`src/rtl/y_vector_streamer.sv`:
```
// Output-side reader: captures the packed result vector Y, streams it one lane per beat,
// and reports the arg-max lane with a one-cycle done pulse once the last beat has gone out.
module y_vector_streamer #(
  parameter  int LANES = 8,
  parameter  int W     = 16,
  localparam int LW    = $clog2(LANES)
) (
  input  logic                 clk,
  input  logic                 reset,
  input  logic [LANES*W-1:0]   y_in,
  input  logic                 y_valid,
  output logic                 y_ready,
  output logic signed [W-1:0]  out_data,
  output logic [LW-1:0]        out_lane,
  output logic                 out_valid,
  input  logic                 out_ready,
  output logic                 out_last,
  output logic [LW-1:0]        max_idx,
  output logic signed [W-1:0]  max_val,
  output logic                 done
);

  typedef enum logic [0:0] {IDLE, SEND} state_t;

  localparam logic [LW-1:0] LAST_LANE = LW'(LANES - 1);

  state_t                state_q, state_d;
  logic [LANES*W-1:0]    buf_p0;
  logic [LW-1:0]         lane_p0;
  logic [LW-1:0]         run_idx_p0;
  logic signed [W-1:0]   run_val_p0;
  logic                  cap, xfer, at_last;
  logic signed [W-1:0]   cur_word;
  logic [LW-1:0]         cand_idx;
  logic signed [W-1:0]   cand_val;

  // Lane 0 sits in the most-significant word of the packed vector.
  function automatic logic signed [W-1:0] lane_word(input logic [LANES*W-1:0] v,
                                                    input logic [LW-1:0] i);
    return v[(LANES - 1 - int'(i))*W +: W];
  endfunction

  always_ff @(posedge clk or posedge reset) begin
    if (reset) state_q <= IDLE;
    else       state_q <= state_d;
  end

  always_comb begin
    state_d   = state_q;
    y_ready   = 1'b0;
    out_valid = 1'b0;
    case (state_q)
      IDLE: begin
        y_ready = 1'b1;
        if (y_valid) state_d = SEND;
      end
      SEND: begin
        out_valid = 1'b1;
        if (out_ready && (lane_p0 == LAST_LANE)) state_d = IDLE;
      end
      default: state_d = IDLE;
    endcase
  end

  assign cap      = y_ready & y_valid;
  assign xfer     = out_valid & out_ready;
  assign at_last  = (lane_p0 == LAST_LANE);
  assign cur_word = lane_word(buf_p0, lane_p0);
  assign out_data = cur_word;
  assign out_lane = lane_p0;
  assign out_last = out_valid & at_last;

  // Running arg-max including the beat currently on the bus; ties keep the lower lane.
  always_comb begin
    cand_idx = run_idx_p0;
    cand_val = run_val_p0;
    if (lane_p0 == '0 || cur_word > run_val_p0) begin
      cand_idx = lane_p0;
      cand_val = cur_word;
    end
  end

  // Stage 0: capture buffer, lane counter and running max; results publish with done.
  always_ff @(posedge clk or posedge reset) begin
    if (reset) begin
      buf_p0     <= '0;
      lane_p0    <= '0;
      run_idx_p0 <= '0;
      run_val_p0 <= '0;
      max_idx    <= '0;
      max_val    <= '0;
      done       <= 1'b0;
    end else begin
      done <= xfer & at_last;
      if (cap) begin
        buf_p0  <= y_in;
        lane_p0 <= '0;
      end
      if (xfer) begin
        run_idx_p0 <= cand_idx;
        run_val_p0 <= cand_val;
        if (at_last) begin
          max_idx <= cand_idx;
          max_val <= cand_val;
        end else begin
          lane_p0 <= lane_p0 + LW'(1);
        end
      end
    end
  end

endmodule

```
`config.mk`:
```
export PLATFORM = sky130hd
export DESIGN_NAME = y_vector_streamer
export DESIGN_NICKNAME = d
export VERILOG_FILES = /design/src/rtl/y_vector_streamer.sv
export SDC_FILE = /design/constraint.sdc
export NUM_CORES = 1
export LEC_CHECK = 0
export ABC_CLOCK_PERIOD_IN_PS = 11900
export CORE_ASPECT_RATIO = 0.5
export CORE_MARGIN = 10
export CORE_UTILIZATION = 50
export CTS_BUF_LIST = sky130_fd_sc_hd__clkbuf_16
export DETAILED_ROUTE_END_ITERATION = 7
export HOLD_SLACK_MARGIN = 0.05
export PLACE_DENSITY_LB_ADDON = 0.3
export SYNTH_ARGS = -nofsm -noshare
export SYNTH_HDL_FRONTEND = slang
export SYNTH_SLANG_ARGS = --single-unit
```
`constraint.sdc`:
```
create_clock -name clk -period 11.9 [get_ports clk]
set_clock_uncertainty 0.1 [all_clocks]
set_input_delay 1.785 -clock clk [delete_from_list [all_inputs] [get_ports clk]]
set_output_delay 1.785 -clock clk [all_outputs]
set_load 0.005 [all_outputs]
```
==> results.py, run 1 <==
metrics = {
    "clocking": {
        "ctsHtreeMaxLevel": 4,
        "cts_inserted_buffers": 17,
        "cts_tree": "yes",
        "cts.clk_slew.worst_paths_ns": 0.07,
        "post_cts_buffers": 0,
        "clock-root-buffer": "clkbuf_16",
        "clk_latency_ns": 0.44,
        "cts_buffer_depth": 2,
        "post_cts_resized": 0,
        "hold_buffers": 0,
        "cts_sinks": 171,
    },
    "route": {
        "drcViolationCount": 0,
        "first_pass_iters": 7,
        "drt_iter0_markers": 541,
        "num_vias": 6449,
        "wirelength_um": 22880,
        "ant_nets": 0,
        "via_per_inst": 5.365,
        "routedWlPerCell_um": 19.03,
    },
    "timing": {
        "relSlewSlack_pct": 20.21,
        "setup_viol": 0,
        "hold_ws_ns": 0.3708,
        "fmax_mhz": 191.3,
        "fin_crit_ns": 5.229,
        "drv_slew": 0,
        "fin_crit_sh_pct": 43.94,
        "final-hold-violation-count": 0,
        "worst_pin_slew_ns": 1.193,
        "grt_setup_unrepaired": "no",
        "setup_tns_ns": 0,
    },
    "critical_path": {
        "cp_slowest_cell": "dfrtp_2",
        "critPathCaptureType": "flip-flop",
        "reg2reg_from": "out_lane[0]$_DFF_PP0_",
        "crit_type": "flip-flop to flip-flop",
        "critical-path-top-delay-family": "compound AO/OA/AOI/OAI gates",
        "crit_buf_inv": 1,
        "startpoint": "out_lane[0]$_DFF_PP0_",
        "crit_path_max_fanout": 21,
        "cp.arrival_ns": 5.44,
        "cp_slowest_stage_delay_ns": 0.80,
        "required_ns": 12.11,
        "reg2reg_setup_slack_ns": 6.67,
        "path_cells": "buf_4 > mux4_2 > mux2_2 > ha_1 > nand4_2 > nor4_2 > a21boi_1 > o31a_1 > o211ai_4 > mux2_1",
        "worstSetupStartpointType": "flip-flop",
    },
    "flow_run": {
        "maxCapViolCount": 0,
    },
    "pwr": {
        "p_leak_nw": 5.059,
        "vdd_ir_drop_max_mv": 0.2413,
        "power_density_mw_per_mm2": 317.1,
    },
    "hold_path": {
        "worstHoldPathType": "flip-flop to flip-flop",
        "hp-start": "buf_p0[88]$_DFFE_PP0P_",
    },
    "floorplanning": {
        "io-pin-count": 174,
        "dieWidth_um": 199.7,
        "core_area_mm2": 0.01562,
        "initial_utilization_pct": 51.72,
        "row_count": 32,
        "die_h_um": 109.9,
        "die-area_mm2": 0.02195,
    },
    "synthesis": {
        "yosysTopAreaCell": "dfrtp_1",
        "synth_edf_count": 0,
        "yosys_most_used_dff": "dfrtp_1",
        "syn_avg_cell_area_um2": 9.661,
        "synth_warnings": 0,
        "ys_ff_latch": 171,
        "synth_area_mm2": 0.008076,
        "synth_cell_types": 39,
        "synth_top_area_share_pct": 52.98,
        "ys_async_sr_fraction_pct": 100.0,
        "netlist_instances": 836,
        "synth.area.top_cells": "dfrtp_1 53%, nand2_1 19%, mux4_2 8.9%",
        "synth_nets": 987,
        "ys_seq_area_share_pct": 52.98,
    },
    "final_layout": {
        "diodes": 0,
        "final_nets": 1137,
        "drive_above_1_share_pct": 10.72,
        "syn2layout_area_growth_pct": 30.46,
        "instances_no_fill": 1202,
    },
    "placement": {
        "post-place-cells": 1171,
        "portBuffers": 173,
        "place_hpwl_um": 16550,
        "gp_congestion": 0.8547,
    },
    "global_route": {
        "grt_use_total_pct": 21.12,
        "grt_first_pass_wirelength_um": 35710,
        "antenna_found_initial": 1,
        "grt_overflow_total": 0,
        "grt_max_degree": 101,
        "grt_pass1_vias": 6613,
    },
    "status": {
        "outcome": "finished, final reports clean",
    },
}
-- layer usage --
metal	GRT usage, %	vias to the layer above	share of wire, %
met3	5.185	30	5.7
met5	0	-	0
met2	34.07	181	48
met1	27.90	3184	44
met4	6.495	0	1.7
li1	-	3054	-
-- worst reg2reg max path: stages (launching register included) --
cell	delay, ns
dfrtp_2	0.80
buf_4	0.50
mux4_2	0.58
mux2_2	0.33
ha_1	0.41
nand4_2	0.19
nor4_2	0.37
a21boi_1	0.32
o31a_1	0.70
o211ai_4	0.38
mux2_1	0.42
-- worst paths after layout --
kind | cells past startpoint | to
min | 2 | buf_p0[88]$_DFFE_PP0P_
max | 10 | run_val_p0[1]$_DFFE_PP0P_
max reg2reg | 10 | run_val_p0[1]$_DFFE_PP0P_
max in group asynchronous | 3 | out_lane[0]$_DFF_PP0_
min reg2reg | 2 | buf_p0[88]$_DFFE_PP0P_
min in group asynchronous | 2 | max_idx[0]$_DFFE_PP0P_
-- synth_stat cells (3+ instances only) --
master,number
nand2_1,404
a21oi_1,24
o21ai_0,22
buf_1,4
o31ai_1,16
clkbuf_1,39
buf_2,3
nor3_1,3
mux4_2,32
nor2_1,7
inv_1,23
nor2b_1,4
ha_1,19
mux2_2,25
mux2_1,9
dfrtp_1,171
nand3_1,5
-- report_power, final --
| part | switching, mW | total (mW) | internal, mW |
|---|---|---|---|
| Sequential | 0.223 | 1.09 | 0.865 |
| Combinational | 0.891 | 1.68 | 0.787 |
| Clock | 0.257 | 0.574 | 0.318 |
| Total | 1.37 | 3.34 | 1.97 |
-- flip-flops by register name, indices dropped and copies added (netlist names) --
signal	cells
buf_p0	128
max_val	16
run_val_p0	16
max_idx	3
out_lane	3
state_q	1
run_idx_p0	3
done	1
-- layout by cell type (no fill, tap or decap), drive strengths merged, types with 7 or more instances in the layout --
master / n
nor2: 7
mux2: 34
clkdlybuf4s50: 173
ha: 19
a21oi: 24
inv: 31
o21ai: 22
nand2: 404
o31ai: 17
dfrtp: 171
mux4: 32
clkbuf: 17
-- stage by stage --
| step | setup slack (ns) | utilization [%] | cell area (µm²) | power [mW] |
|---|---|---|---|---|
| finish | 6.671 | 67.48 | 10540 | 3.341 |
| global route | 6.289 | 67.48 | 10540 | 3.571 |
| CTS | 6.653 | 67.48 | 10540 | 3.340 |
| detailed placement | 6.663 | 63.63 | 9936 | 2.741 |
| global placement | 6.821 | 63.63 | 9936 | 2.700 |
| floorplan | 5.383 | - | 8077 | 2.134 |
-- cell families after synthesis --
| kind of cell | after synthesis | synth area share, % |
|---|---|---|
| DFF | 171 | 52.98 |
| muxes | 66 | 13.66 |
| buffers and inverters | 71 | 3.486 |
| and+or+nand+nor | 433 | 20.93 |
| AOI/OAI and AO/OA | 76 | 5.996 |
| adders and majority gates | 19 | 2.943 |
-- cell type report --
cell class / count / area [µm²]
clock buffer: 17 / 425.4
clock inverter: 14 / 175.2
fill: 1207 / 5079
inverter: 23 / 91.34
multi-input combinational: 594 / 3531
sequential: 171 / 4282
tap: 204 / 255.2
timing repair buffer: 179 / 1777
Power figures use the tool's default switching activity.
==> run 2, diff against run 1 <==
--- a/config.mk
+++ b/config.mk
@@ -5,7 +5,7 @@
 export SDC_FILE = /design/constraint.sdc
 export NUM_CORES = 1
 export LEC_CHECK = 0
-export ABC_CLOCK_PERIOD_IN_PS = 11900
+export ABC_CLOCK_PERIOD_IN_PS = 4900
 export CORE_ASPECT_RATIO = 0.5
 export CORE_MARGIN = 10
 export CORE_UTILIZATION = 50
==> constraint.sdc (replaced) <==
create_clock -name clk -period 4.9 [get_ports clk]
set_clock_uncertainty 0.1 [all_clocks]
set_input_delay 0.735 -clock clk [delete_from_list [all_inputs] [get_ports clk]]
set_output_delay 0.735 -clock clk [all_outputs]
set_load 0.005 [all_outputs]
==> run 2 against run 1 <==
Effect of this change:
- clock power rose by 130%
- power rose by 150%
- count of clock-buffer cells in the layout did not move
- critical endpoint is now run_val_p0[15]$_DFFE_PP0P_
- highest routed layer unchanged
- critical path type unchanged
- non-clock buffer count rose by 11
- largest power group unchanged
- sequential cell count did not move
- sequential power rose by 140%
==> results.py, run 2 (synthesis gave the netlist of run 1 again) <==
metrics = {
    "timing": {
        "fmax_mhz": 220.6,
        "fin_crit_ns": 4.534,
        "final-hold-violation-count": 0,
        "fin_crit_sh_pct": 92.53,
        "drv_slew": 0,
        "setup_viol": 0,
        "relSlewSlack_pct": 22.46,
        "hold_ws_ns": 0.3757,
        "setup_tns_ns": 0,
        "grt_setup_unrepaired": "no",
        "worst_pin_slew_ns": 1.163,
    },
    "critical_path": {
        "crit_type": "flip-flop to flip-flop",
        "required_ns": 5.10,
        "path_cells": "mux4_2 > mux2_2 > ha_1 > nand4_2 > nor4_2 > nand4_2 > a31o_1 > o211ai_4 > buf_4 > mux2_1",
        "cp_slowest_stage_delay_ns": 0.88,
        "cp.arrival_ns": 4.73,
        "crit_path_max_fanout": 25,
        "crit_cells": 10,
        "critical-path-top-delay-family": "multiplexers",
        "worstSetupStartpointType": "flip-flop",
        "worst-r2r-cell-count": 10,
        "cp_slowest_cell": "dfrtp_2",
        "critPathCaptureType": "flip-flop",
        "crit_buf_inv": 1,
        "path_common_cell": "nand4_2",
    },
    "hold_path": {
        "holdPathStages": 2,
        "worstHoldPathType": "flip-flop to flip-flop",
    },
    "route": {
        "num_vias": 6489,
        "ant_nets": 0,
        "routedWlPerCell_um": 19.18,
        "via_per_inst": 5.345,
        "first_pass_iters": 5,
        "drt_iter0_markers": 566,
        "wirelength_um": 23280,
        "drcViolationCount": 0,
    },
    "floorplanning": {
        "io-pin-count": 174,
        "die-area_mm2": 0.02195,
        "initial_utilization_pct": 51.72,
        "die_h_um": 109.9,
        "dieWidth_um": 199.7,
        "core_area_mm2": 0.01562,
        "row_count": 32,
    },
    "global_route": {
        "busiest_layer": "met2",
        "grt_pass1_vias": 6616,
        "use_met3_pct": 6.038,
        "use_met1_pct": 29.13,
        "antenna_found_initial": 1,
        "grt_max_degree": 129,
        "grt_use_met2_pct": 33.85,
        "grt_use_total_pct": 21.76,
        "grt_first_pass_wirelength_um": 36750,
        "grt_overflow_total": 0,
    },
    "final_layout": {
        "final_nets": 1148,
        "layout_commonest_cell": "nand2_1",
        "largest_register_ff_count": 128,
        "n_fill_cell": 1208,
        "drive_above_1_share_pct": 11.68,
        "top_register": "buf_p0",
        "largestRegisters": "buf_p0 (128), max_val (16), run_val_p0 (16)",
        "diodes": 0,
        "layout_common_cells": "403 x nand2_1, 173 x clkdlybuf4s50_1, 169 x dfrtp_1",
        "syn2layout_area_growth_pct": 31.39,
        "instances_no_fill": 1214,
    },
    "clocking": {
        "cts_sinks": 171,
        "ctsHtreeMaxLevel": 4,
        "post_cts_resized": 0,
        "cts_buffer_depth": 2,
        "cts.clk_slew.worst_paths_ns": 0.07,
        "cts_tree": "yes",
        "clock-root-buffer": "clkbuf_16",
        "post_cts_buffers": 0,
        "cts_inserted_buffers": 17,
        "clk_latency_ns": 0.43,
        "hold_buffers": 0,
    },
    "pwr": {
        "power_density_mw_per_mm2": 774.1,
        "p_leak_nw": 5.103,
        "vdd_ir_drop_max_mv": 0.4987,
        "power.total_mw": 8.215,
    },
    "flow_run": {
        "maxCapViolCount": 0,
    },
    "placement": {
        "portBuffers": 173,
        "place_hpwl_um": 17260,
        "gp_congestion": 0.8514,
        "post-place-cells": 1182,
    },
    "status": {
        "outcome": "finished, final reports clean",
    },
}
-- run 2: changes by cell type in the layout (fill, tap and decap cells not counted), sizes merged --
cell / previous run / this run
buf: 6 / 17
bufinv: 2 / 0
clkinv: 3 / 7
clkinvlp: 1 / 2
inv: 31 / 29
-- run 2: cell type report --
class                   count  area (µm²)  share of cell area [%]
inverters                  23       90.09                  0.8490
clock inverters            15       156.4                   1.474
clock buffers              17       425.4                   4.009
repair buffers            190        1872                   17.64
multi-input cells         594        3531                   33.27
flip-flops and latches    171        4282                   40.35
well taps                 204       255.2                   2.405
-- run 2: worst paths after layout --
check | from | endpoint | slack, ns
hold reg to reg | buf_p0[87]$_DFFE_PP0P_ | buf_p0[87]$_DFFE_PP0P_ | 0.38
setup / recovery | out_lane[0]$_DFF_PP0_ | run_val_p0[15]$_DFFE_PP0P_ | 0.37
max in group asynchronous | reset | run_val_p0[8]$_DFFE_PP0P_ | 2.85
hold / removal | buf_p0[87]$_DFFE_PP0P_ | buf_p0[87]$_DFFE_PP0P_ | 0.38
min in group asynchronous | reset | max_idx[1]$_DFFE_PP0P_ | 0.75
setup reg to reg | out_lane[0]$_DFF_PP0_ | run_val_p0[15]$_DFFE_PP0P_ | 0.37
-- run 2: stage by stage --
stage	worst slack, ns	utilization, %	cell area [µm²]
finish	0.3662	67.96	10610
detailed placement	0.3673	64.23	10030
global route	0.08075	67.96	10610
global placement	0.4380	64.23	10030
CTS	0.3169	67.96	10610
floorplan	0.4070	-	8080
-- run 2: metal layers --
metal | vias up | wire (µm)
met5 | - | 0
met4 | 0 | 446
met3 | 34 | 1741
met2 | 204 | 10760
met1 | 3174 | 10340
li1 | 3077 | -
-- run 2: report_power, final --
part	switching (mW)	internal [mW]	total [mW]
registers	0.529	2.10	2.63
clock network	0.647	0.678	1.32
logic	2.22	2.04	4.26
total	3.40	4.82	8.21
-- run 2: tightest hold or removal path, cell delays in order (launching register included) --
cell,delay (ns)
dfrtp_1,0.34
nand2_1,0.05
nand2_1,0.05
